[src/rtl/sram_arbiter.sv]
// Two-port SRAM arbiter with per-port grant lock for multi-beat accesses.
// Optional ARB_ROUND_ROBIN_EN: round-robin IDLE ties; otherwise port 0 has fixed priority.
module sram_arbiter #(
   parameter int ADDR_W = 32,
   parameter int DATA_W = 32
) (
   input  logic              clk,
   input  logic              rst,
   input  logic [ADDR_W-1:0] m0_address,
   input  logic [DATA_W-1:0] m0_write_data,
   input  logic              m0_read_en,
   input  logic              m0_write_en,
   input  logic              m0_lock,
   output logic [DATA_W-1:0] m0_read_data,
   output logic              m0_ready,
   input  logic [ADDR_W-1:0] m1_address,
   input  logic [DATA_W-1:0] m1_write_data,
   input  logic              m1_read_en,
   input  logic              m1_write_en,
   input  logic              m1_lock,
   output logic [DATA_W-1:0] m1_read_data,
   output logic              m1_ready,
   output logic [ADDR_W-1:0] sram_address,
   output logic [DATA_W-1:0] sram_write_data,
   output logic              sram_read_en,
   output logic              sram_write_en,
   input  logic [DATA_W-1:0] sram_read_data,
   input  logic              sram_ready
);

   typedef enum logic [1:0] {
      IDLE   = 2'd0,
      GRANT0 = 2'd1,
      GRANT1 = 2'd2
   } state_t;

   state_t state, state_nxt;
   logic   last_grant, last_grant_nxt;
   logic   req0, req1, tie_to1, pick1;

   assign req0 = m0_read_en | m0_write_en;
   assign req1 = m1_read_en | m1_write_en;

`ifdef ARB_ROUND_ROBIN_EN
   assign tie_to1 = ~last_grant;
`else
   assign tie_to1 = 1'b0;
`endif

   assign pick1 = req1 & (~req0 | tie_to1);

   always_ff @(posedge clk or negedge rst) begin
      if (!rst) begin
         state      <= IDLE;
         last_grant <= 1'b1;
      end else begin
         state      <= state_nxt;
         last_grant <= last_grant_nxt;
      end
   end

   always_comb begin
      state_nxt       = state;
      last_grant_nxt  = last_grant;
      sram_address    = '0;
      sram_write_data = '0;
      sram_read_en    = 1'b0;
      sram_write_en   = 1'b0;
      m0_ready        = 1'b0;
      m1_ready        = 1'b0;
      m0_read_data    = '0;
      m1_read_data    = '0;
      case (state)
         IDLE: begin
            if (req0 || req1) begin
               state_nxt      = pick1 ? GRANT1 : GRANT0;
               last_grant_nxt = pick1;
            end
         end
         GRANT0: begin
            sram_address    = m0_address;
            sram_write_data = m0_write_data;
            sram_write_en   = m0_write_en;
            sram_read_en    = m0_read_en & ~m0_write_en;
            m0_ready        = sram_ready;
            m0_read_data    = sram_ready ? sram_read_data : '0;
            // A held lock keeps the grant even with no request presented.
            if ((sram_ready || !req0) && !m0_lock) state_nxt = IDLE;
         end
         GRANT1: begin
            sram_address    = m1_address;
            sram_write_data = m1_write_data;
            sram_write_en   = m1_write_en;
            sram_read_en    = m1_read_en & ~m1_write_en;
            m1_ready        = sram_ready;
            m1_read_data    = sram_ready ? sram_read_data : '0;
            if ((sram_ready || !req1) && !m1_lock) state_nxt = IDLE;
         end
         default: state_nxt = IDLE;
      endcase
   end

endmodule

[config.mk]
export PLATFORM = sky130hd
export DESIGN_NAME = sram_arbiter
export DESIGN_NICKNAME = d
export VERILOG_FILES = /design/src/rtl/sram_arbiter.sv
export SDC_FILE = /design/constraint.sdc
export NUM_CORES = 1
export LEC_CHECK = 0
export ABC_AREA = 1
export BUFFER_PORTS_ARGS = -buffer_cell sky130_fd_sc_hd__buf_2
export CAP_MARGIN = 20
export CORE_AREA = 2 2 118 120
export CTS_CLUSTER_SIZE = 8
export DETAILED_ROUTE_END_ITERATION = 16
export DIE_AREA = 0 0 120 122
export SETUP_SLACK_MARGIN = 0.15
export SLEW_MARGIN = 20
export SYNTH_ARGS = -nofsm -noshare
export SYNTH_HDL_FRONTEND = slang
export SYNTH_SLANG_ARGS = --single-unit
[constraint.sdc]
create_clock -name clk -period 1.55 [get_ports clk]
set_input_delay 0.31 -clock clk [delete_from_list [all_inputs] [get_ports clk]]
set_output_delay 0.31 -clock clk [all_outputs]
set_load 0.005 [all_outputs]
; Word level (Yosys, flattened, before mapping)
; Cells that the tools add are included.
; W data, S select, Z words.
[word_totals]
reg_bits = 2
elab_cells = 39
[op_classes]
n_eq_ne = 5
n_mux = 14
n_bitwise = 8
reduce_logical = 11
[op_table]
columns = op, n
row1 = $pmux W32 S2, 2
row2 = $mux W32, 3
row3 = $mux W2, 4
row4 = $ne A2 B2 Y1 const B, 3
row5 = $pmux W2 S3, 1
row6 = $logic_not A1 Y1, 4
row7 = $pmux W1 S2, 2
row8 = $and A1 B1 Y1, 3
row9 = $logic_or A1 B1 Y1, 3
row10 = $not A1 Y1, 3
row11 = $reduce_and A3 Y1, 1
row12 = $eq A2 B1 Y1 const B, 1
row13 = $eq A2 B2 Y1 const B, 1
row14 = $logic_and A1 B1 Y1, 2
row15 = $logic_not A2 Y1, 1
row16 = $mux W1, 2
row17 = $or A1 B1 Y1, 2

; Logic depth before layout (Yosys ltp)
; Gate-level depths: netlist (run 1).
[depth]
word_depth = 6
ltp_mapped = 8
ltp_nobuf = 7

; Worst setup path after synthesis (run 1)
; OpenSTA, ideal clock, no wires.
[synth_path]
path_type = register to output
startpoint = reg state[0]
endpoint = out sram_address[0]
t_arrival_ns = 1.164
slack_ns = 0.076
stages_incl_launch_ff = 7
path_buffers = 2
cell_sequence = dfrtp_1 -> inv_1 -> ha_1 -> inv_1 -> buf_2 -> buf_2 -> a21oi_1
[synth_via]
elab_chain_len = 2
word_cells_on_any_way = 3
classes_between = eq/ne: 2 / mux: 1
[synth_lines]
columns = element, line_no
row1 = "start, declared", 37  ; state_t state, state_nxt;
row2 = "start signal, assigned", 57  ; state <= state_nxt;
row3 = $eq A2 B2 Y1 or $eq A2 B1 Y1 (tied branches), 73  ; case (state)
row4 = $pmux W32 S2 (*), 73
row5 = "end, declared", 23  ; output logic [ADDR_W-1:0] sram_address,
; Mark *: on every way between the ends. The rest lies on a longest branch, timed or not.

; Worst setup path in the final report (run 1)
[layout_path]
startpoint = reg state[1]
endpoint = out sram_write_data[13]
[layout_via]
elab_chain_len = 2
word_cells_on_any_way = 3
classes_between = eq/ne: 2 / mux: 1
[layout_lines]
columns = element, line_no
row1 = $eq A2 B2 Y1 or $eq A2 B1 Y1 (tied branches), 73
row2 = $pmux W32 S2 (*), 73
row3 = "end, declared", 24  ; output logic [DATA_W-1:0] sram_write_data,
; Marks and branches as above.

==> tab_implementation.tex, run 1 <==
\begin{tabular}{lr}
\hline
Metric & Value \\
\hline
\multicolumn{2}{l}{\textbf{Outcome}} \\
\quad Outcome & finished, violations left \\
\quad Violations in the final reports & negative setup slack \\
\multicolumn{2}{l}{\textbf{Routing}} \\
\quad Initial DRC count & 156 \\
\quad Routed wire length per instance & 13.0 um \\
\quad DRC violations left & 0 \\
\quad Vias per cell & 3.97 \\
\quad Total via count after detailed routing & 3426 \\
\quad Residual antenna-violating net count after detailed routing & 0 \\
\quad Post-Route WL & 11200 um \\
\quad Pre-Repair DR Iteration Count & 4 \\
\multicolumn{2}{l}{\textbf{Die}} \\
\quad Placeable core region & 13500 um2 \\
\quad Die boundary height & 122 um \\
\quad Number of rows created at floorplan & 43 \\
\quad Chip width & 120 um \\
\quad Top-level port count & 301 \\
\quad Full die area & 14600 um2 \\
\quad Effective utilization at floorplan & 11.7\% \\
\multicolumn{2}{l}{\textbf{Synthesis}} \\
\quad Library cell occupying the most area in the post-synthesis netlist & nand2\_1 \\
\quad Yosys top cell area share & 32.9\% \\
\quad Most used standard cell by instance count after synthesis & nand2\_1 \\
\quad Ys Warns & 0 \\
\quad Top flip-flop cell by instance count after synthesis & dfrtp\_1 \\
\quad Per-instance average area after synthesis & 4.47 um2 \\
\quad Synth top cells by count & nand2\_1, nor2\_1, a21oi\_1 \\
\quad EDFF count, synth & 0 \\
\quad Sequential cell area fraction in the yosys report & 3.16\% \\
\quad Number of distinct standard cells referenced by the synthesized netlist & 14 \\
\quad Share of flip-flops with an asynchronous set or reset after synthesis & 100\% \\
\quad Post-synthesis instance total & 354 \\
\quad \#FFs+latches synth & 2 \\
\quad Net count of the mapped netlist & 526 \\
\quad Post-synthesis cell area & 1580 um2 \\
\quad Synth area leaders & nand2\_1, a21oi\_1, nor2\_1 \\
\multicolumn{2}{l}{\textbf{Clock network}} \\
\quad TritonCTS buffer count & 3 \\
\quad Clock Tree Buf Depth & 2 \\
\quad Maximum level of the CTS H-tree & 1 \\
\quad Clk sinks & 2 \\
\quad Clock transition time at the flip-flop clock pins of the worst setup and hold paths & 0.03 ns \\
\quad TritonCTS clock tree & built \\
\quad Insertion delay to the later sink of the worst-skew pair & 0.22 ns \\
\quad Root cell of the clock tree & clkbuf\_16 \\
\multicolumn{2}{l}{\textbf{Pwr}} \\
\quad Sequential Power Share & 1.6\% \\
\quad Fraction of power consumed by combinational cells & 91.6\% \\
\quad Power density over cell area & 1320 nW/um2 \\
\quad Net Sw Frac & 47.1\% \\
\quad Leakage Power & 2.47 nW \\
\quad Internal power component & 0.00299 W \\
\quad Total net switching power & 0.00265 W \\
\quad Worst vdd ir & 434 uV \\
\quad Clk pwr share & 6.8\% \\
\multicolumn{2}{l}{\textbf{Timing}} \\
\quad Worst-case hold slack & 0.404 ns \\
\quad Final cycle utilization of the critical path & 118\% \\
\quad Final period demand of the worst path & 1.83 ns \\
\quad Fmax achieved & 0.548 GHz \\
\quad RSZ-0062 raised after global routing & true \\
\quad Count of endpoints failing hold in the final timing report & 0 \\
\quad Worst clock skew & 0.00110 ns \\
\quad Total Neg Setup Slack & -29.74 ns \\
\quad Setup Viol. Count Final & 132 \\
\quad Min setup slack post-route & -0.275 ns \\
\quad Slew HR & 85.1\% \\
\quad Transition time at the pin with the least slew margin & 0.222 ns \\
\quad Fin. max-slew vios & 0 \\
\multicolumn{2}{l}{\textbf{Worst setup path}} \\
\quad Most used cell along the critical path & clkbuf\_16 \\
\quad Required @ worst endpoint & 1.24 ns \\
\quad Sequence of cells on the critical path & buf\_4 -> ha\_4 -> clkbuf\_16 -> clkbuf\_16 -> nand2\_1 -> a21oi\_2 -> buf\_2 \\
\quad Max FO, Critical Path & 9 \\
\quad Crit end category & output port \\
\quad Peak per-stage delay on the critical path & 0.39 ns \\
\quad Kind of start point of the critical path & register \\
\quad Setup CP Type & register to output port \\
\quad Cell with the largest stage delay on the worst path & dfrtp\_1 \\
\quad Arrival time at the worst endpoint & 1.52 ns \\
\multicolumn{2}{l}{\textbf{Place}} \\
\quad Area after DPL & 3600 um2 \\
\quad Count of port buffers added during placement & 300 \\
\quad Total half-perimeter wirelength after legalization and detailed placement & 7940 um \\
\quad Post-Place Worst Slack & -0.130 ns \\
\quad Number of placed instances, taps included & 834 \\
\quad Last weighted congestion value of the routability-driven placer & 0.849 \\
\multicolumn{2}{l}{\textbf{Cells and area}} \\
\quad Area Overhead vs Synth & 169\% \\
\quad Largest registers in the final layout & state x2 \\
\quad Max reg flops & 2 \\
\quad Ratio of cells with drive above 1 in the final layout & 63.8\% \\
\quad Register with the most flip-flops & state \\
\quad Sequential cell area in the final layout & 50.0 um2 \\
\quad Number of inserted filler cells in the final layout & 1530 \\
\quad Combined area of the multi-input logic cells & 1510 um2 \\
\quad Non-Filler Instances & 863 \\
\quad Final Net Count & 857 \\
\quad Post-route cell area & 4260 um2 \\
\quad Count of antenna diodes in the layout & 0 \\
\multicolumn{2}{l}{\textbf{Global routing}} \\
\quad Global route overflow & 0 \\
\quad GRT Total Usage & 12.4\% \\
\quad Number of antenna violations at the first check in global routing & 0 \\
\quad First-pass GRT wire length & 14800 um \\
\quad Pin count of the biggest net entering global routing & 29 \\
\quad Via count of the first global-routing pass & 2985 \\
\multicolumn{2}{l}{\textbf{Flow run}} \\
\quad Total of max-cap violations & 0 \\
\multicolumn{2}{l}{\textbf{Hold path}} \\
\quad Worst min-delay path class & input port to asynchronous set/reset pin \\
\hline
\end{tabular}
critical path: cells and delay by family, from the launching register on:
| kind | cells | cell delay [ns] |
|---|---|---|
| buffers and inverters | 4 | 0.60 |
| AOI/OAI and AO/OA | 1 | 0.05 |
| adders and majority gates | 1 | 0.18 |
| DFF | 1 | 0.39 |
| and+or+nand+nor | 1 | 0.07 |
worst paths after layout:
check,cells after the start,from,to,slack [ns]
min in group clk,5,m0_read_en,state[0]$_DFFE_PN0P_,0.51
max,7,state[1]$_DFFE_PN0P_,sram_write_data[13],-0.28
max reg2reg,8,state[1]$_DFFE_PN0P_,state[1]$_DFFE_PN0P_,0.18
max in group asynchronous,2,rst,state[0]$_DFFE_PN0P_,1.05
min,2,rst,state[1]$_DFFE_PN0P_,0.40
min reg2reg,3,state[0]$_DFFE_PN0P_,state[0]$_DFFE_PN0P_,0.61
through the flow:
step	utilization, %	total power, W
after floorplan	-	0.00233
after global routing	31.5	0.00610
after CTS	29.1	0.00489
after global placement	26.6	0.00396
after detailed placement	26.6	0.00397
final	31.5	0.00564
kinds of logic after synthesis:
| group | share of synthesized area [%] |
|---|---|
| compound gates | 21.6 |
| buf+inv | 21.6 |
| simple gates | 51.2 |
| flops | 3.16 |
| fa+ha+maj | 2.37 |
cells in the final DEF, fill, tap and decap left out:
cell type	instances
buf_16	2
clkbuf_16	9
inv_4	1
buf_2	300
nor2_1	55
nor2_2	9
o21bai_1	1
nand2_4	1
buf_12	9
buf_8	1
inv_2	2
ha_4	3
nand2_2	9
nand2_8	1
nor2_4	3
nand3b_1	2
buf_4	19
a21oi_1	17
a21oi_2	49
buf_6	17
nand2_1	128
inv_1	37
dlygate4sd3_1	1
nand3_2	1
o21ai_0	1
nand4_1	2
nand3_1	1
dfrtp_1	2
layer usage:
metal	track usage (%)	routed length, um
met1	16.9	4770
met2	21.5	5730
met3	1.17	648
met4	2.06	44
met5	0	0
timing repair:
item / CTS / global route
cloned: 3 / 7
pin swaps: 7 / 3
endpoints found under the hold margin: 2 / 0
resized for setup: 30 / 33
hold buffers: 1 / 0
endpoints found under the setup margin: 134 / 134
buffers inserted: 7 / 8
power groups by stage:
stage	sequential (W)	clock, W	combinational (W)
finish	0.0000879	0.000386	0.00517
global route	0.0000892	0.000399	0.00562
CTS	0.0000880	0.000392	0.00441
detailed placement	0.0000861	0	0.00389
global placement	0.0000839	0	0.00387
floorplan	0.0000857	0	0.00224
layout make-up:
class	count	share of cell area, %
Timing Repair Buffer	355	52.7
Clock buffer	3	1.76
Tap cell	180	5.29
Inverter	40	3.59
Sequential cell	2	1.18
Multi-Input combinational cell	283	35.4
Power figures use the tool's default switching activity.
==> run 2, diff against run 1 <==
- ABC_AREA: 1 -> not set
- CORE_AREA: 2 2 118 120 -> 2 2 115 117
- DIE_AREA: 0 0 120 122 -> 0 0 117 119
- GPL_ROUTABILITY_DRIVEN: not set -> 0
==> tab_implementation.tex, run 2 <==
\begin{tabular}{lr}
\hline
Metric & Value \\
\hline
\multicolumn{2}{l}{\textbf{Timing}} \\
\quad Final period demand of the worst path & 1.90 ns \\
\quad Total Neg Setup Slack & -36.84 ns \\
\quad Transition time at the pin with the least slew margin & 0.297 ns \\
\quad Min setup slack post-route & -0.355 ns \\
\quad Count of endpoints failing hold in the final timing report & 0 \\
\quad Fmax achieved & 0.525 GHz \\
\quad Final cycle utilization of the critical path & 123\% \\
\quad Worst clock skew & 0.00267 ns \\
\quad RSZ-0062 raised after global routing & true \\
\quad Slew HR & 80.2\% \\
\quad Setup Viol. Count Final & 134 \\
\quad Fin. max-slew vios & 0 \\
\multicolumn{2}{l}{\textbf{Worst setup path}} \\
\quad Max FO, Critical Path & 6 \\
\quad Sequence of cells on the critical path & inv\_2 -> buf\_6 -> ha\_4 -> buf\_12 -> clkbuf\_16 -> nor2b\_2 -> buf\_2 \\
\quad Cell with the largest stage delay on the worst path & dfrtp\_1 \\
\quad Critical path buffers and inverters & 5 \\
\quad Peak per-stage delay on the critical path & 0.37 ns \\
\quad Kind of start point of the critical path & register \\
\quad Largest delay contributor family on the critical path & buffers and inverters \\
\quad Required @ worst endpoint & 1.24 ns \\
\quad Crit end category & output port \\
\quad Setup CP Type & register to output port \\
\quad Arrival time at the worst endpoint & 1.59 ns \\
\multicolumn{2}{l}{\textbf{Synthesis}} \\
\quad Net count of the mapped netlist & 428 \\
\quad Top flip-flop cell by instance count after synthesis & dfrtp\_1 \\
\quad Post-synthesis instance total & 256 \\
\quad Per-instance average area after synthesis & 6.71 um2 \\
\quad Post-synthesis cell area & 1720 um2 \\
\quad Yosys top cell area share & 28.4\% \\
\quad Number of distinct standard cells referenced by the synthesized netlist & 23 \\
\quad Sequential cell area fraction in the yosys report & 2.92\% \\
\quad Synth area leaders & a22oi\_1, nor2b\_1, and3\_1 \\
\quad Synth top cells by count & a22oi\_1, nor2b\_1, and3\_1 \\
\quad \#FFs+latches synth & 2 \\
\quad Ys Warns & 0 \\
\quad Library cell occupying the most area in the post-synthesis netlist & a22oi\_1 \\
\quad EDFF count, synth & 0 \\
\quad Share of flip-flops with an asynchronous set or reset after synthesis & 100\% \\
\multicolumn{2}{l}{\textbf{Place}} \\
\quad Count of port buffers added during placement & 300 \\
\quad Total half-perimeter wirelength after legalization and detailed placement & 7760 um \\
\quad Area after DPL & 3600 um2 \\
\multicolumn{2}{l}{\textbf{Cells and area}} \\
\quad Ratio of cells with drive above 1 in the final layout & 73.3\% \\
\quad Area Overhead vs Synth & 158\% \\
\quad Most frequent standard cell in the layout excluding fill and tap cells & buf\_2 \\
\quad Most used cells in the layout excluding fill and tap cells & buf\_2, a22oi\_1, and3\_1, nor2b\_2 \\
\quad Post-route cell area & 4420 um2 \\
\quad Final Net Count & 736 \\
\quad Register with the most flip-flops & state \\
\quad Largest registers in the final layout & state x2 \\
\quad Count of antenna diodes in the layout & 0 \\
\quad Max reg flops & 2 \\
\multicolumn{2}{l}{\textbf{Clock network}} \\
\quad Root cell of the clock tree & clkbuf\_16 \\
\quad TritonCTS clock tree & built \\
\quad Clock transition time at the flip-flop clock pins of the worst setup and hold paths & 0.03 ns \\
\quad Maximum level of the CTS H-tree & 1 \\
\quad TritonCTS buffer count & 3 \\
\quad Insertion delay to the later sink of the worst-skew pair & 0.22 ns \\
\quad Clk sinks & 2 \\
\quad Clock Tree Buf Depth & 2 \\
\multicolumn{2}{l}{\textbf{Outcome}} \\
\quad Outcome & finished, violations left \\
\quad Violations in the final reports & negative setup slack \\
\multicolumn{2}{l}{\textbf{Routing}} \\
\quad Post-Route WL & 11200 um \\
\quad DRC violations left & 0 \\
\quad Total via count after detailed routing & 3267 \\
\quad Initial DRC count & 130 \\
\quad Pre-Repair DR Iteration Count & 5 \\
\quad Vias per cell & 4.43 \\
\quad Routed wire length per instance & 15.2 um \\
\quad Residual antenna-violating net count after detailed routing & 0 \\
\multicolumn{2}{l}{\textbf{Die}} \\
\quad Placeable core region & 12900 um2 \\
\quad Die boundary height & 119 um \\
\quad Effective utilization at floorplan & 13.3\% \\
\quad Top-level port count & 301 \\
\quad Full die area & 13900 um2 \\
\quad Chip width & 117 um \\
\quad Number of rows created at floorplan & 42 \\
\multicolumn{2}{l}{\textbf{Global routing}} \\
\quad First-pass GRT wire length & 14100 um \\
\quad GR met2 Demand/Resource & 26.0\% \\
\quad Routing usage on met1 & 14.6\% \\
\quad Pin count of the biggest net entering global routing & 60 \\
\quad Via count of the first global-routing pass & 2754 \\
\quad GRT Total Usage & 12.9\% \\
\quad Met3 demand-to-capacity share in global routing & 1.37\% \\
\quad Number of antenna violations at the first check in global routing & 0 \\
\quad Global route overflow & 0 \\
\quad Most Used Layer, Global Route & met2 \\
\multicolumn{2}{l}{\textbf{Flow run}} \\
\quad Total of max-cap violations & 0 \\
\multicolumn{2}{l}{\textbf{Hold path}} \\
\quad Worst min-delay path class & input port to asynchronous set/reset pin \\
\multicolumn{2}{l}{\textbf{Pwr}} \\
\quad Worst vdd ir & 662 uV \\
\quad Power density over cell area & 1610 nW/um2 \\
\quad Leakage Power & 2.50 nW \\
\hline
\end{tabular}
[run 2: changes by cell type in the layout (fill, tap and decap cells not counted), sizes merged, moves of 38 or more]
cell / before / now
nand2: 139 / 1
nor2: 67 / 2
a21oi: 66 / 0
inv: 40 / 2
nor2b: 0 / 65
and3: 0 / 64
a22oi: 0 / 66
[run 2: path summary, 6_finish.rpt]
| path | slack [ns] | cells after the start | to | startpoint |
|---|---|---|---|---|
| setup / recovery | -0.35 | 7 | sram_write_data[10] | state[0]$_DFFE_PN0P_ |
| hold / removal | 0.45 | 2 | state[0]$_DFFE_PN0P_ | rst |
| setup reg to reg | -0.09 | 7 | state[1]$_DFFE_PN0P_ | state[1]$_DFFE_PN0P_ |
| hold reg to reg | 0.67 | 2 | state[1]$_DFFE_PN0P_ | state[1]$_DFFE_PN0P_ |
| max in group asynchronous | 1.00 | 2 | state[1]$_DFFE_PN0P_ | rst |
| min in group clk | 0.46 | 3 | state[0]$_DFFE_PN0P_ | m0_read_en |
[run 2: power by group]
part	total [W]	switching, W	internal (W)	leakage [nW]
combinational	0.00662	0.00271	0.00391	2.44
clock	0.000386	0.0000582	0.000328	0.0370
sequential	0.0000964	0.0000194	0.0000770	0.0252
[run 2: stage by stage]
step | total power [W] | hold WS [ns] | instances | setup WS, ns | util (%)
floorplan | 0.00297 | 0.0144 | 256 | 0.0894 | -
global placement | 0.00459 | 0.0972 | 711 | -0.103 | 28.0
detailed placement | 0.00460 | 0.0967 | 711 | -0.127 | 28.0
CTS | 0.00594 | 0.413 | 727 | -0.342 | 31.4
global route | 0.00762 | 0.428 | 738 | -0.414 | 34.3
finish | 0.00710 | 0.447 | 738 | -0.355 | 34.3
[run 2: cells by family after synthesis]
logic type,synth area share (%)
AOI/OAI and AO/OA,32.3
adders and majority gates,2.19
buffers and inverters,10.9
DFF,2.92
muxes,0.583
and+or+nand+nor,51.1
[run 2: timing repair]
item,CTS,global route
setup endpoints to repair,134,134
setup buffers,6,4
hold buffers,1,0
pin swaps,5,1
resized for setup,25,37
hold endpoints to repair,2,0
cloned,6,7
[run 2: metal layers]
layer | part of all wire [%] | vias up
li1 | - | 1561
met1 | 39 | 1506
met2 | 53 | 194
met3 | 7.5 | 6
met4 | 0.41 | 0
met5 | 0 | -
[run 2: final cells by class]
class                   count  area, um2
inverters                   2       7.51
repair buffers            339       2300
clock buffers               3       75.1
well taps                 176        220
flip-flops and latches      2       50.0
fillers                  1317       8450
multi-input cells         216       1770
